[src/rtl/blackjack_pkg.sv]
// Shared definitions for the card dealer: deck constants, dealer state
// encoding and the card-index-to-rank/suit/value decode.
package blackjack_pkg;

    localparam int          SEED_WIDTH      = 12;
    localparam int          DECK_SIZE       = 52;
    localparam int          RANKS           = 13;
    localparam logic [11:0] LFSR_RESET_SEED = 12'h001;

    // Sized copies of the deck bounds for 6-bit card arithmetic.
    localparam logic [5:0]  DECK_CARDS      = 6'd52;
    localparam logic [5:0]  DECK_LAST       = 6'd51;

    typedef enum logic [1:0] {
        ST_IDLE  = 2'd0,
        ST_PICK  = 2'd1,
        ST_PROBE = 2'd2,
        ST_DONE  = 2'd3
    } dealer_state_t;

    typedef struct packed {
        logic [3:0] rank;
        logic [1:0] suit;
        logic [3:0] value;
    } card_info_t;

    // Suits are consecutive runs of 13 cards, so a compare chain replaces
    // the divide; the rank is the offset within the run plus one.
    function automatic card_info_t card_decode(input logic [5:0] card);
        card_info_t info;
        logic [5:0] base;
        if (card >= 6'd39) begin
            info.suit = 2'd3;
            base      = 6'd39;
        end else if (card >= 6'd26) begin
            info.suit = 2'd2;
            base      = 6'd26;
        end else if (card >= 6'd13) begin
            info.suit = 2'd1;
            base      = 6'd13;
        end else begin
            info.suit = 2'd0;
            base      = 6'd0;
        end
        info.rank  = 4'(card - base) + 4'd1;
        info.value = (info.rank > 4'd10) ? 4'd10 : info.rank;
        return info;
    endfunction

endpackage

[src/rtl/card_lfsr.sv]
// 12-bit Fibonacci LFSR, polynomial x^12+x^11+x^10+x^4+1, advancing every
// clock. A load replaces the shift for that cycle; a zero seed is replaced
// by the reset seed so the register can never lock up at all-zeros.
// Ports:
//   clk   - system clock
//   rst   - asynchronous active-high reset (state -> LFSR_RESET_SEED)
//   seed  - value to load
//   load  - load seed this cycle
//   lfsr  - current LFSR state
module card_lfsr
    import blackjack_pkg::*;
(
    input  logic                  clk,
    input  logic                  rst,
    input  logic [SEED_WIDTH-1:0] seed,
    input  logic                  load,
    output logic [SEED_WIDTH-1:0] lfsr
);

    logic feedback;

    assign feedback = lfsr[11] ^ lfsr[10] ^ lfsr[9] ^ lfsr[3];

    always_ff @(posedge clk or posedge rst) begin
        if (rst) begin
            lfsr <= LFSR_RESET_SEED;
        end else if (load) begin
            lfsr <= (seed == '0) ? LFSR_RESET_SEED : seed;
        end else begin
            lfsr <= {lfsr[10:0], feedback};
        end
    end

endmodule

[src/rtl/card_dealer.sv]
// Deals cards without repetition from a 52-card deck. A deal request takes
// a 6-bit candidate from the LFSR, folds it into 0..51, then probes forward
// (wrapping 51 -> 0) through the dealt-card bitmap until a free card is found.
// Ports:
//   clk_50M        - system clock
//   i_Reset        - asynchronous active-high reset
//   i_Seed         - seed for the LFSR
//   i_LoadSeed     - pulse: load i_Seed into the LFSR
//   i_Deal         - pulse: request one card (ignored while busy or empty)
//   i_ShuffleDeck  - pulse: return all cards, abort any draw in progress
//   o_Card/o_Rank/o_Suit/o_Value - last dealt card and its decode
//   o_CardValid    - one-cycle pulse when the card outputs update
//   o_Busy         - draw in progress
//   o_Dealt        - cards dealt since last shuffle/reset
//   o_DeckEmpty    - all 52 cards dealt
module card_dealer
    import blackjack_pkg::*;
(
    input  logic                  clk_50M,
    input  logic                  i_Reset,
    input  logic [SEED_WIDTH-1:0] i_Seed,
    input  logic                  i_LoadSeed,
    input  logic                  i_Deal,
    input  logic                  i_ShuffleDeck,
    output logic [5:0]            o_Card,
    output logic [3:0]            o_Rank,
    output logic [1:0]            o_Suit,
    output logic [3:0]            o_Value,
    output logic                  o_CardValid,
    output logic                  o_Busy,
    output logic [5:0]            o_Dealt,
    output logic                  o_DeckEmpty
);

    logic [SEED_WIDTH-1:0] lfsr;
    dealer_state_t         state;
    logic [5:0]            cand;
    logic [DECK_SIZE-1:0]  used;
    card_info_t            cand_info;

    card_lfsr u_lfsr (
        .clk  (clk_50M),
        .rst  (i_Reset),
        .seed (i_Seed),
        .load (i_LoadSeed),
        .lfsr (lfsr)
    );

    assign cand_info   = card_decode(cand);
    assign o_DeckEmpty = (o_Dealt == DECK_CARDS);

    always_ff @(posedge clk_50M or posedge i_Reset) begin
        if (i_Reset) begin
            state       <= ST_IDLE;
            cand        <= '0;
            used        <= '0;
            o_Card      <= '0;
            o_Rank      <= '0;
            o_Suit      <= '0;
            o_Value     <= '0;
            o_CardValid <= 1'b0;
            o_Busy      <= 1'b0;
            o_Dealt     <= '0;
        end else if (i_ShuffleDeck) begin
            // Card outputs deliberately keep the last dealt card.
            state       <= ST_IDLE;
            used        <= '0;
            o_Dealt     <= '0;
            o_CardValid <= 1'b0;
            o_Busy      <= 1'b0;
        end else begin
            case (state)
                ST_IDLE: begin
                    o_CardValid <= 1'b0;
                    if (i_Deal && !o_DeckEmpty) begin
                        cand   <= lfsr[5:0];
                        o_Busy <= 1'b1;
                        state  <= ST_PICK;
                    end
                end
                ST_PICK: begin
                    if (cand >= DECK_CARDS) begin
                        cand <= cand - DECK_CARDS;
                    end
                    state <= ST_PROBE;
                end
                ST_PROBE: begin
                    if (used[cand]) begin
                        cand <= (cand == DECK_LAST) ? 6'd0 : cand + 6'd1;
                    end else begin
                        used[cand]  <= 1'b1;
                        o_Dealt     <= o_Dealt + 6'd1;
                        o_Card      <= cand;
                        o_Rank      <= cand_info.rank;
                        o_Suit      <= cand_info.suit;
                        o_Value     <= cand_info.value;
                        o_CardValid <= 1'b1;
                        state       <= ST_DONE;
                    end
                end
                ST_DONE: begin
                    o_CardValid <= 1'b0;
                    o_Busy      <= 1'b0;
                    state       <= ST_IDLE;
                end
                default: begin
                    o_CardValid <= 1'b0;
                    o_Busy      <= 1'b0;
                    state       <= ST_IDLE;
                end
            endcase
        end
    end

endmodule

[config.mk]
export PLATFORM = sky130hd
export DESIGN_NAME = card_dealer
export DESIGN_NICKNAME = d
export VERILOG_FILES = /design/src/rtl/blackjack_pkg.sv /design/src/rtl/card_lfsr.sv /design/src/rtl/card_dealer.sv
export SDC_FILE = /design/constraint.sdc
export NUM_CORES = 1
export LEC_CHECK = 0
export ABC_AREA = 1
export CORE_UTILIZATION = 45
export CTS_CLUSTER_DIAMETER = 60
export DETAILED_ROUTE_END_ITERATION = 6
export PLACE_DENSITY_LB_ADDON = 0.15
export SLEW_MARGIN = 25
export SYNTH_ARGS = -nofsm -noshare
export SYNTH_HDL_FRONTEND = slang
export SYNTH_HIERARCHICAL = 1
export SYNTH_SLANG_ARGS = --single-unit
[constraint.sdc]
create_clock -name clk_50M -period 3.1 [get_ports clk_50M]
set_input_delay 0.775 -clock clk_50M [delete_from_list [all_inputs] [get_ports clk_50M]]
set_output_delay 0.775 -clock clk_50M [all_outputs]
set_load 0.02 [all_outputs]
==> out/qor.txt <==
clock transition at the registers of the reported paths -> 0.07 ns
Crit Path Class -> flop to flop
Yosys cell types -> 38
Die Area -> 12300 sq um
synth warn -> 6
Clock Power Share -> 0.225
Reg power frac -> 0.302
max frequency -> 337 MHz
largest net degree at the start of global routing -> 76
Core ar. -> 11500 sq um
Final nets -> 804
net switching power -> 2.27 mW
DR iter-0 viols -> 347
Hold Buf Count CTS -> 0
GPL Wtd Cong -> 0.853
pre-CTS WS -> 0.140 ns
Final Setup Violations -> 0
skew final -> 0.00755 ns
first-pass GRT wire length -> 23.7 mm
drt wl/cell -> 15.6 um
proportion of layout cells with a drive suffix above 1 -> 0.0828
FP Rows -> 39
HPWL Detailed -> 9.96 mm
design internal power -> 3.03 mW
vias per inst -> 5.30
Placed Area -> 5950 sq um
max-cap viol count -> 0
die width -> 111 um
Yosys reg bits -> 96
Overflow after GRT -> 0
worst skew pair latency -> 0.35 ns
non-filler instance count after layout -> 916
Routed WL -> 14.3 mm
GRT Total Usage -> 0.243
Chip Height -> 111 um
post-synthesis sequential area ratio -> 0.451
TritonCTS Sinks -> 96
Area Overhead vs Synth -> 18.4%
via count -> 4859
Gate power share -> 0.474
Static Leak -> 3.02 nW
initial antenna violation count -> 0
cell area after layout -> 6310 sq um
Sw Ratio -> 0.428
WP data arrival -> 3.21 ns
worst-path fanout max -> 14
Syn Std Cell Area -> 5330 sq um
CTS buffer count -> 9
Cells after Synth -> 723
vias in the first global route -> 4761
Filler Cell Count -> 1126
dpl cells -> 897
Least-Margin Pin Slew -> 0.720 ns
Pwr Density -> 838 nW/um^2
Slew Viols, Final -> 0
Final Hold Fails -> 0
syn_area_per_cell -> 7.38 sq um
startpoint types -> flop
crit share post-route -> 0.957
Port Buffer Count -> 41
htree depth -> 3
drt pass-1 iters -> 5
Slew headroom -> 0.519
I/O pin count -> 42
Clock Tree Buf Depth -> 2
final antenna-violating net count -> 0
Syn Nets -> 759
post-route worst setup slack -> 0.133 ns
Crit path required time -> 3.34 ns
Tightest Hold Check Type -> flop to flop
CTS root buf -> clkbuf_16
status -> finished clean
TritonCTS clock tree -> done
Antenna diodes -> 0
initial core utilization -> 0.465
Setup crit end kind -> flop
Period minus WS final -> 2.97 ns
maximum vdd drop -> 0.470 mV
residual DRC count -> 0
cell usage after synthesis, drive strengths merged:
library cell  count  area share
nor3b             1      0.0014
dfrtp            95        0.45
nor3              1      0.0019
buf              21       0.026
nand4            21       0.026
clkinv            2      0.0014
o21ai            68       0.064
xnor2             2      0.0033
a31oi             3      0.0035
nand3            44       0.043
a21boi            1      0.0014
a31o              1      0.0016
or2               1      0.0012
xor2              4      0.0066
nor2             52       0.038
o211ai            1      0.0014
o22ai             6      0.0070
o221ai            1      0.0016
dfstp             1      0.0049
a21o              1      0.0014
nand3b            4      0.0056
inv              55       0.040
ha               18       0.042
a21oi            12       0.011
o41ai             1      0.0016
fa                1      0.0038
clkbuf           12      0.0084
nand2           293        0.21
placed cells by master (no fill, tap or decap), types with 3 or more instances in the layout:
cell type	count
buf_12	3
dfrtp_1	91
o21ai_1	41
buf_4	23
nand2_1	292
nand4_1	20
nand3_2	3
nor2_1	49
nand3_1	41
xor2_1	3
inv_2	4
clkdlybuf4s50_1	41
a21oi_1	12
nor2_2	3
dfrtp_2	4
nand3b_1	4
o22ai_1	6
clkbuf_16	9
inv_1	48
o21ai_0	27
a31oi_1	3
ha_1	18
area by class of cell:
type	instances	area, sq um	share of cell area
clock inverters	5	81.3	0.0129
clock buffers	11	233	0.0369
multi-input cells	537	2550	0.404
repair buffers	67	643	0.102
well taps	143	179	0.0283
flip-flops and latches	96	2410	0.381
inverters	57	220	0.0349
flip-flops by register name, summed over array words and instances, names as in the netlist:
name         flops
o_Dealt          6
o_Card           6
cand             6
o_Busy           1
u_lfsr/lfsr     12
state            2
used            52
o_Suit           2
o_Rank           4
o_CardValid      1
o_Value          4
worst max-delay path, stage by stage, from the launching register on:
cell and delay [ns]:
dfrtp_2 0.42, inv_4 0.04, buf_4 0.18, ha_1 0.20, o211ai_1 0.25, nand2_1 0.16, nand3_1 0.18, nand2_1 0.11
fa_1 0.47, xnor2_2 0.16, nand3b_1 0.16, nand2_1 0.11, xor2_2 0.19, nand2_1 0.11, nand2_1 0.07, nand2_1 0.04
per-layer routing:
| metal | up-vias | global-route usage | share of wire |
|---|---|---|---|
| met5 | - | 0 | 0 |
| met4 | 0 | 0.0996 | 0.024 |
| met3 | 26 | 0.0350 | 0.038 |
| met2 | 101 | 0.405 | 0.48 |
| met1 | 2331 | 0.317 | 0.46 |
| li1 | 2401 | - | - |
power by group through the flow:
stage | Clock (mW) | Combinational (mW) | Sequential, mW
after detailed placement | 0 | 2.38 | 1.61
final | 1.19 | 2.51 | 1.60
after global placement | 0 | 2.37 | 1.60
after global routing | 1.25 | 2.76 | 1.62
after floorplan | 0 | 1.48 | 1.69
after CTS | 1.21 | 2.40 | 1.59
metrics by stage:
stage	utilization	total power, mW	setup TNS, ns	hold WS, ns
2_1_floorplan	-	3.17	0	0.418
3_3_place_gp	0.519	3.97	0	0.423
3_5_place_dp	0.519	4.00	0	0.436
4_1_cts	0.546	5.20	0	0.450
5_1_grt	0.551	5.62	-0.0121	0.473
6_report	0.551	5.29	0	0.447
cell families (layout without fill, tap and decap cells):
group | Yosys count | count (layout) | synth area share
fa+ha+maj | 19 | 19 | 0.0460
xor+xnor | 6 | 6 | 0.00985
flops | 96 | 96 | 0.451
compound gates | 95 | 95 | 0.0948
simple gates | 417 | 417 | 0.323
buf+inv | 90 | 140 | 0.0755
timing repair:
item                       4_1_cts  5_1_grt
setup endpoints to repair        0        5
setup buffers                    0        3
gates resized for setup          0        8
path summary, 6_finish.rpt:
path	cells after the start	startpoint	slack, ns	to
worst max-delay path	15	cand[0]$_DFFE_PP0P_	0.13	o_Value[2]$_DFFE_PP0P_
worst min-delay path	2	u_lfsr/lfsr[7]$_DFF_PP0_	0.45	u_lfsr/lfsr[8]$_DFF_PP0_
worst max register to register	15	cand[0]$_DFFE_PP0P_	0.13	o_Value[2]$_DFFE_PP0P_
worst min register to register	2	u_lfsr/lfsr[7]$_DFF_PP0_	0.45	u_lfsr/lfsr[8]$_DFF_PP0_
max in group asynchronous	3	i_Reset	1.69	used[2]$_DFFE_PP0P_
min in group asynchronous	2	i_Reset	0.78	u_lfsr/lfsr[11]$_DFF_PP0_
No activity file was read; power rests on OpenSTA's default activity.
